<file path="src/rtl/ddr_write_arbiter_pkg.sv">
// ddr_write_arbiter_pkg: shared FSM state type, strobe constant and grant helper
// for the two-camera DDR write arbiter.
package ddr_write_arbiter_pkg;
  typedef enum logic [1:0] {IDLE, ADDR, DATA} wr_arb_state_t;
  localparam int DEF_DATA_W = 256;
  localparam logic [DEF_DATA_W/8-1:0] STRB_ALL = '1;
  function automatic logic [1:0] onehot(input logic idx);
    return idx ? 2'b10 : 2'b01;
  endfunction
endpackage

</file>
<file path="src/rtl/ddr_write_arbiter_if.sv">
// ddr_write_arbiter_if: requester-side and AXI write-side signals of the arbiter;
// master is the arbiter's view, slave is the view of the FIFOs and ddr3_32 around it.
interface ddr_write_arbiter_if #(
  parameter int ADDR_W = 28,
  parameter int LEN_W  = 4,
  parameter int DATA_W = 256
);
  logic [1:0]             req_valid;
  logic [1:0][ADDR_W-1:0] req_addr;
  logic [1:0][LEN_W-1:0]  req_len;
  logic [1:0][DATA_W-1:0] req_wdata;
  logic [1:0]             addr_ack;
  logic [1:0]             wpop;
  logic [1:0]             burst_done;
  logic [ADDR_W-1:0]      axi_awaddr;
  logic [LEN_W-1:0]       axi_awlen;
  logic                   axi_awvalid;
  logic                   axi_awready;
  logic [DATA_W-1:0]      axi_wdata;
  logic [DATA_W/8-1:0]    axi_wstrb;
  logic                   axi_wready;
  logic                   axi_wusero_last;
  logic                   error;
  modport master (
    input  req_valid, req_addr, req_len, req_wdata, axi_awready, axi_wready, axi_wusero_last,
    output addr_ack, wpop, burst_done, axi_awaddr, axi_awlen, axi_awvalid, axi_wdata, axi_wstrb, error
  );
  modport slave (
    output req_valid, req_addr, req_len, req_wdata, axi_awready, axi_wready, axi_wusero_last,
    input  addr_ack, wpop, burst_done, axi_awaddr, axi_awlen, axi_awvalid, axi_wdata, axi_wstrb, error
  );
endinterface

</file>
<file path="src/rtl/ddr_write_arbiter_rr_arb2.sv">
// rr_arb2: two-way round-robin pick; ptr_i names the requester that wins a tie.
module rr_arb2 (
  input  logic [1:0] req_i,
  input  logic       ptr_i,
  output logic       grant_o
);
  assign grant_o = (&req_i) ? ptr_i : req_i[1];
endmodule

</file>
<file path="src/rtl/ddr_write_arbiter.sv">
// ddr_write_arbiter: grants whole AXI write bursts round-robin between two frame writers,
// issues the AW phase, forwards W beats from the granted FIFO and flags protocol errors.
module ddr_write_arbiter
  import ddr_write_arbiter_pkg::*;
#(
  parameter int ADDR_W   = 28,
  parameter int LEN_W    = 4,
  parameter int DATA_W   = 256,
  parameter int MAX_WAIT = 1023
) (
  input logic clk,
  input logic rstn,
  ddr_write_arbiter_if.master bus
);
  localparam int WD_W = $clog2(MAX_WAIT + 1);
  wr_arb_state_t     state_q, state_d;
  logic              grant_q, grant_d, ptr_q, ptr_d, err_q, err_d, pick;
  logic [ADDR_W-1:0] awaddr_q, awaddr_d;
  logic [LEN_W-1:0]  awlen_q, awlen_d, cnt_q, cnt_d;
  logic [WD_W-1:0]   wd_q, wd_d;
  logic              aw_hs, beat, last, wd_hit;
  rr_arb2 u_rr (.req_i(bus.req_valid), .ptr_i(ptr_q), .grant_o(pick));
  assign aw_hs  = state_q == ADDR && bus.axi_awready;
  assign beat   = state_q == DATA && bus.axi_wready;
  assign last   = cnt_q == awlen_q;
  assign wd_hit = wd_q == WD_W'(MAX_WAIT);
  assign bus.addr_ack    = aw_hs ? onehot(grant_q) : 2'b00;
  assign bus.wpop        = beat ? onehot(grant_q) : 2'b00;
  assign bus.burst_done  = beat && last ? onehot(grant_q) : 2'b00;
  assign bus.axi_awvalid = state_q == ADDR;
  assign bus.axi_awaddr  = awaddr_q;
  assign bus.axi_awlen   = awlen_q;
  assign bus.axi_wdata   = state_q == DATA ? bus.req_wdata[grant_q] : '0;
  assign bus.axi_wstrb   = '1;
  assign bus.error       = err_q;
  always_ff @(posedge clk or negedge rstn) begin
    if (!rstn) begin
      state_q  <= IDLE;
      grant_q  <= 1'b0;
      ptr_q    <= 1'b0;
      err_q    <= 1'b0;
      awaddr_q <= '0;
      awlen_q  <= '0;
      cnt_q    <= '0;
      wd_q     <= '0;
    end else begin
      state_q  <= state_d;
      grant_q  <= grant_d;
      ptr_q    <= ptr_d;
      err_q    <= err_d;
      awaddr_q <= awaddr_d;
      awlen_q  <= awlen_d;
      cnt_q    <= cnt_d;
      wd_q     <= wd_d;
    end
  end
  always_comb begin
    state_d  = state_q;
    grant_d  = grant_q;
    ptr_d    = ptr_q;
    awaddr_d = awaddr_q;
    awlen_d  = awlen_q;
    cnt_d    = cnt_q;
    case (state_q)
      IDLE: if (|bus.req_valid) begin
        grant_d  = pick;
        awaddr_d = bus.req_addr[pick];
        awlen_d  = bus.req_len[pick];
        state_d  = ADDR;
      end
      ADDR: if (bus.axi_awready) begin
        cnt_d   = '0;
        state_d = DATA;
      end
      DATA: if (bus.axi_wready) begin
        cnt_d = cnt_q + 1'b1;
        if (last) begin
          ptr_d   = ~grant_q;
          state_d = IDLE;
        end
      end
      default: state_d = IDLE;
    endcase
    // watchdog saturates so error stays set while the FSM keeps waiting on AXI
    wd_d  = (state_q == IDLE || aw_hs || beat) ? '0 : (wd_hit ? wd_q : wd_q + 1'b1);
    err_d = err_q | wd_hit | (beat && (bus.axi_wusero_last != last));
  end
endmodule
</file>
<file path="src/flat_wrapper.sv">
// flat-port wrapper written by rule: the top's interface ports become plain ports
module ddr_write_arbiter_flat import ddr_write_arbiter_pkg::*;
#(
  parameter int ADDR_W   = 28,
  parameter int LEN_W    = 4,
  parameter int DATA_W   = 256,
  parameter int MAX_WAIT = 1023
)
  (clk, rstn, bus_req_valid, bus_req_addr, bus_req_len, bus_req_wdata, bus_axi_awready, bus_axi_wready, bus_axi_wusero_last, bus_addr_ack, bus_wpop, bus_burst_done, bus_axi_awaddr, bus_axi_awlen, bus_axi_awvalid, bus_axi_wdata, bus_axi_wstrb, bus_error);
  ddr_write_arbiter_if #(.ADDR_W(ADDR_W), .LEN_W(LEN_W), .DATA_W(DATA_W)) bus_i ();
  input logic clk;
  input logic rstn;
  input wire logic [$bits(bus_i.req_valid)-1:0] bus_req_valid;
  input wire logic [$bits(bus_i.req_addr)-1:0] bus_req_addr;
  input wire logic [$bits(bus_i.req_len)-1:0] bus_req_len;
  input wire logic [$bits(bus_i.req_wdata)-1:0] bus_req_wdata;
  input wire logic [$bits(bus_i.axi_awready)-1:0] bus_axi_awready;
  input wire logic [$bits(bus_i.axi_wready)-1:0] bus_axi_wready;
  input wire logic [$bits(bus_i.axi_wusero_last)-1:0] bus_axi_wusero_last;
  output wire logic [$bits(bus_i.addr_ack)-1:0] bus_addr_ack;
  output wire logic [$bits(bus_i.wpop)-1:0] bus_wpop;
  output wire logic [$bits(bus_i.burst_done)-1:0] bus_burst_done;
  output wire logic [$bits(bus_i.axi_awaddr)-1:0] bus_axi_awaddr;
  output wire logic [$bits(bus_i.axi_awlen)-1:0] bus_axi_awlen;
  output wire logic [$bits(bus_i.axi_awvalid)-1:0] bus_axi_awvalid;
  output wire logic [$bits(bus_i.axi_wdata)-1:0] bus_axi_wdata;
  output wire logic [$bits(bus_i.axi_wstrb)-1:0] bus_axi_wstrb;
  output wire logic [$bits(bus_i.error)-1:0] bus_error;
  assign bus_i.req_valid = bus_req_valid;
  assign bus_i.req_addr = bus_req_addr;
  assign bus_i.req_len = bus_req_len;
  assign bus_i.req_wdata = bus_req_wdata;
  assign bus_i.axi_awready = bus_axi_awready;
  assign bus_i.axi_wready = bus_axi_wready;
  assign bus_i.axi_wusero_last = bus_axi_wusero_last;
  assign bus_addr_ack = bus_i.addr_ack;
  assign bus_wpop = bus_i.wpop;
  assign bus_burst_done = bus_i.burst_done;
  assign bus_axi_awaddr = bus_i.axi_awaddr;
  assign bus_axi_awlen = bus_i.axi_awlen;
  assign bus_axi_awvalid = bus_i.axi_awvalid;
  assign bus_axi_wdata = bus_i.axi_wdata;
  assign bus_axi_wstrb = bus_i.axi_wstrb;
  assign bus_error = bus_i.error;
  ddr_write_arbiter #(.ADDR_W(ADDR_W), .LEN_W(LEN_W), .DATA_W(DATA_W), .MAX_WAIT(MAX_WAIT)) u_core (.clk(clk), .rstn(rstn), .bus(bus_i));
endmodule
</file>
<file path="config.mk">
export PLATFORM = sky130hd
export DESIGN_NAME = ddr_write_arbiter_flat
export DESIGN_NICKNAME = d
export VERILOG_FILES = /design/src/rtl/ddr_write_arbiter_pkg.sv /design/src/rtl/ddr_write_arbiter_if.sv /design/src/rtl/ddr_write_arbiter_rr_arb2.sv /design/src/rtl/ddr_write_arbiter.sv /design/src/flat_wrapper.sv
export SDC_FILE = /design/constraint.sdc
export NUM_CORES = 1
export LEC_CHECK = 0
export ABC_CLOCK_PERIOD_IN_PS = 3200
export CAP_MARGIN = 20
export CELL_PAD_IN_SITES_DETAIL_PLACEMENT = 0
export CELL_PAD_IN_SITES_GLOBAL_PLACEMENT = 2
export CORE_AREA = 2 2 352 354
export DETAILED_ROUTE_END_ITERATION = 16
export DIE_AREA = 0 0 354 356
export HOLD_SLACK_MARGIN = 0.12
export PLACE_DENSITY = 0.43
export SKIP_LAST_GASP = 1
export SLEW_MARGIN = 20
export SYNTH_ARGS = -nofsm -noshare
export SYNTH_HDL_FRONTEND = slang
export SYNTH_SLANG_ARGS = --single-unit
</file>
<file path="constraint.sdc">
create_clock -name clk -period 3.2 [get_ports clk]
set_input_delay 0.8 -clock clk [delete_from_list [all_inputs] [get_ports clk]]
set_output_delay 0.8 -clock clk [all_outputs]
set_load 0.1 [all_outputs]
</file>
==> results.md <==
* Post-Synth XOR/XNOR Area at 0.0133
* Dpl hpwl at 66.5 mm
* Layout cells sized above 1 at 0.215
* Dpl cells at 3345
* Core Region at 123000 µm²
* Power Total at 0.0185 W
* Worst slack, placed at 270 ps
* R2R Setup Slk at 1420 ps
* Synth Area per Inst at slightly below 8 µm²
* Tightest Pin Transition at 799 ps
* Clock Pin Slew Worst Setup and Hold Paths at 70 ps
* Critical path required time at 2400 ps
* Post-DRT Antenna Nets at 0
* First-pass GRT wire length at 93.4 mm
* Cts repair resizes at 0
* Crit share post-route at 0.915
* Vias at 9554
* Via density at 2.84
* Initial antenna violation count at 46
* Seq/Total Area, Yosys at 0.194
* Synth top area share at 0.442
* HP Start: u_core.bus.axi_awaddr[17]$_DFFE_PN0P_
* GRT Total Usage at 0.108
* Post-synth EDFFs at 0
* PnR worst setup slack at 271 ps
* Mux contribution to synthesized area at 0.442
* Post-CTS Hold Buffers at 0
* Top-count cell post-synth: mux2i_1
* Post-synth ARST share at 1.00
* Endpoints failing hold at 0
* Chip height at between 300 and 400 µm
* Filler Cell Count at 13825
* Critical path data arrival time at 2130 ps
* Worst skew pair latency at 320 ps
* Critical path startpoint: bus_req_wdata[474]
* I/O Buffers at a little under 900
* RePlAce Congestion at between 0.8 and 0.9
* Simple-gate share of the synthesized area at 0.205
* RSZ-0062 raised after global routing: false
* HP Class: reg2reg
* Startpoint Class: primary input
* DRT Wirelength at roughly 73 mm
* Leak at a little under 8 nW
* Slew Limit Fails at 0
* Initial Util at 0.0536
* #FFs+latches synth at ~50
* Largest family of logic cells by synthesized area: multiplexers
* TritonCTS clock tree: done
* TritonCTS Buffers at 5
* CTS Sinks at between 50 and 60
* Chip width at 354 µm
* Critical R2R Launch: u_core.bus.axi_awlen[2]$_DFFE_PN0P_
* Syn Inst Count at 851
* Yosys synthesis warning count at 0
* Status: finished clean
* Crit-path cells: clkdlybuf4s50_1, mux2i_1, buf_4, nor2_1, buf_12
* Crit path max fanout at 1
* Slowest stage delay, CP at 550 ps
* Postcts setup bufs at 0
* Commonest cells post-synth: 290 x mux2i_1, 266 x nor2_1, 56 x buf_2, 51 x dfrtp_1, 38 x o21ai_0
* Synth area leaders: mux2i_1 44%, dfrtp_1 19%, nor2_1 15%
* Core Rows at 129
* Final min period at around 3000 ps
* Top FF cell, synth: dfrtp_1
* Total gr overflow at 0
* VDD IR max at 0.520 mV
* WHS at 488 ps
* Max Clock Freq at between 300 and 400 MHz
* Synth-to-layout area growth at 207%
* Pin count of the biggest net entering global routing at 68
* WL/cell at 21.6 µm
* Io pins at 911
* H-tree depth at 2
* Finished Layout Cells at 3361
* Final setup violating endpoints at 0
* Post-synthesis cell type count at 39
* Die area at 126000 µm²
* Final nets at 2300
* Slew headroom at 0.467
* Setup CP Type: in2out
* Root buffer cell: clkbuf_16
* Max cap viols at 0
* Adder-cell share of the synthesized area at 0.00381
* Clock Skew at 17.0 ps
* DR pass1 iterations at 4
* Power Dens Cells at 918 nW/µm²
* CTS Buffer Depth at 2
* CP Capture Type: output pin
* Initial DRC count at approximately 300
* CP max-delay cell: clkdlybuf4s50_1
* DRC Markers at 0
* Vias in the first global route at 10093
* Post-synth top area cell: mux2i_1
* Synth Area in Compound Gates at 0.0478
* Cell Area, Synth at 6570 µm²
sequential cells by signal, summed over array words and instances, names as in the netlist:
name,count
u_core.bus.axi_awaddr,28
u_core.wd_q,10
u_core.bus.axi_awlen,4
u_core.cnt_q,4
u_core.state_q,2
u_core.bus.error,1
u_core.grant_q,1
u_core.ptr_q,1
where the power goes:
part | internal, W | switching [W]
clock network | 0.000294 | 0.000283
logic | 0.00552 | 0.0113
registers | 0.000902 | 0.000231
kinds of logic (layout without fill, tap and decap cells):
| family | after synthesis | in the layout |
|---|---|---|
| AND/OR/NAND/NOR | 335 | 335 |
| XOR/XNOR | 10 | 10 |
| adder cells (fa/ha/maj) | 2 | 2 |
| other | 1 | 40 |
| flip-flops | 51 | 51 |
| multiplexers | 290 | 290 |
| buffers and inverters | 106 | 940 |
| AO/OA/AOI/OAI | 56 | 56 |
layout make-up:
| cell class | count | area (µm²) | area share |
|---|---|---|---|
| Inverter | 4 | 15.0 | 0.000744 |
| Clock inverter | 3 | 22.5 | 0.00112 |
| Multi-Input combinational cell | 725 | 4830 | 0.240 |
| Timing Repair Buffer | 928 | 11800 | 0.586 |
| Clock buffer | 5 | 125 | 0.00620 |
| Sequential cell | 51 | 1280 | 0.0634 |
| Tap cell | 1637 | 2050 | 0.102 |
| Antenna cell | 8 | 20.0 | 0.000992 |
worst paths after layout:
check,endpoint,cells past startpoint
worst max register to register,u_core.bus.error$_DFF_PN0_,4
worst min register to register,u_core.bus.axi_awaddr[17]$_DFFE_PN0P_,2
max in group asynchronous,u_core.bus.axi_awaddr[21]$_DFFE_PN0P_,2
worst min-delay path,u_core.bus.axi_awaddr[17]$_DFFE_PN0P_,2
min in group asynchronous,u_core.bus.axi_awaddr[2]$_DFFE_PN0P_,1
worst max-delay path,bus_axi_wdata[218],5
placed cells by master, fill, tap and decap left out, drive strengths merged, types with 2 or more instances in the layout:
cell type / n
nand4: 2
mux2i: 290
a21oi: 6
nor4: 2
nor2b: 4
nor2: 266
conb: 32
xor2: 7
o21bai: 2
nand3: 6
clkdlybuf4s50: 581
o21ai: 39
nand2b: 3
xnor2: 3
nand2: 38
ha: 2
buf: 347
clkbuf: 5
dfrtp: 51
clkinv: 2
nor3: 3
and3: 4
or3: 3
o31ai: 2
diode: 8
inv: 5
and2b: 2
a31oi: 3
worst max-delay path, delay by kind of cell:
kind	cells	cell delay [ps]
simple gates	1	290
mux	1	100
buf+inv	3	930
per-stage QoR:
step | util | TNS [ps] | instance area (µm²)
after floorplan | - | -0.0104 | 6700
after global placement | 0.163 | 0 | 20000
after detailed placement | 0.163 | 0 | 20000
after CTS | 0.164 | 0 | 20200
after global routing | 0.164 | 0 | 20200
final | 0.165 | 0 | 20200
layer usage:
metal | track usage | part of all wire
met1 | 0.130 | 0.41
met2 | 0.183 | 0.49
met3 | 0.0413 | 0.093
met4 | 0.0216 | 0.0076
met5 | 0 | 0.0018
Note: power is estimated with default switching activity, not from simulation.
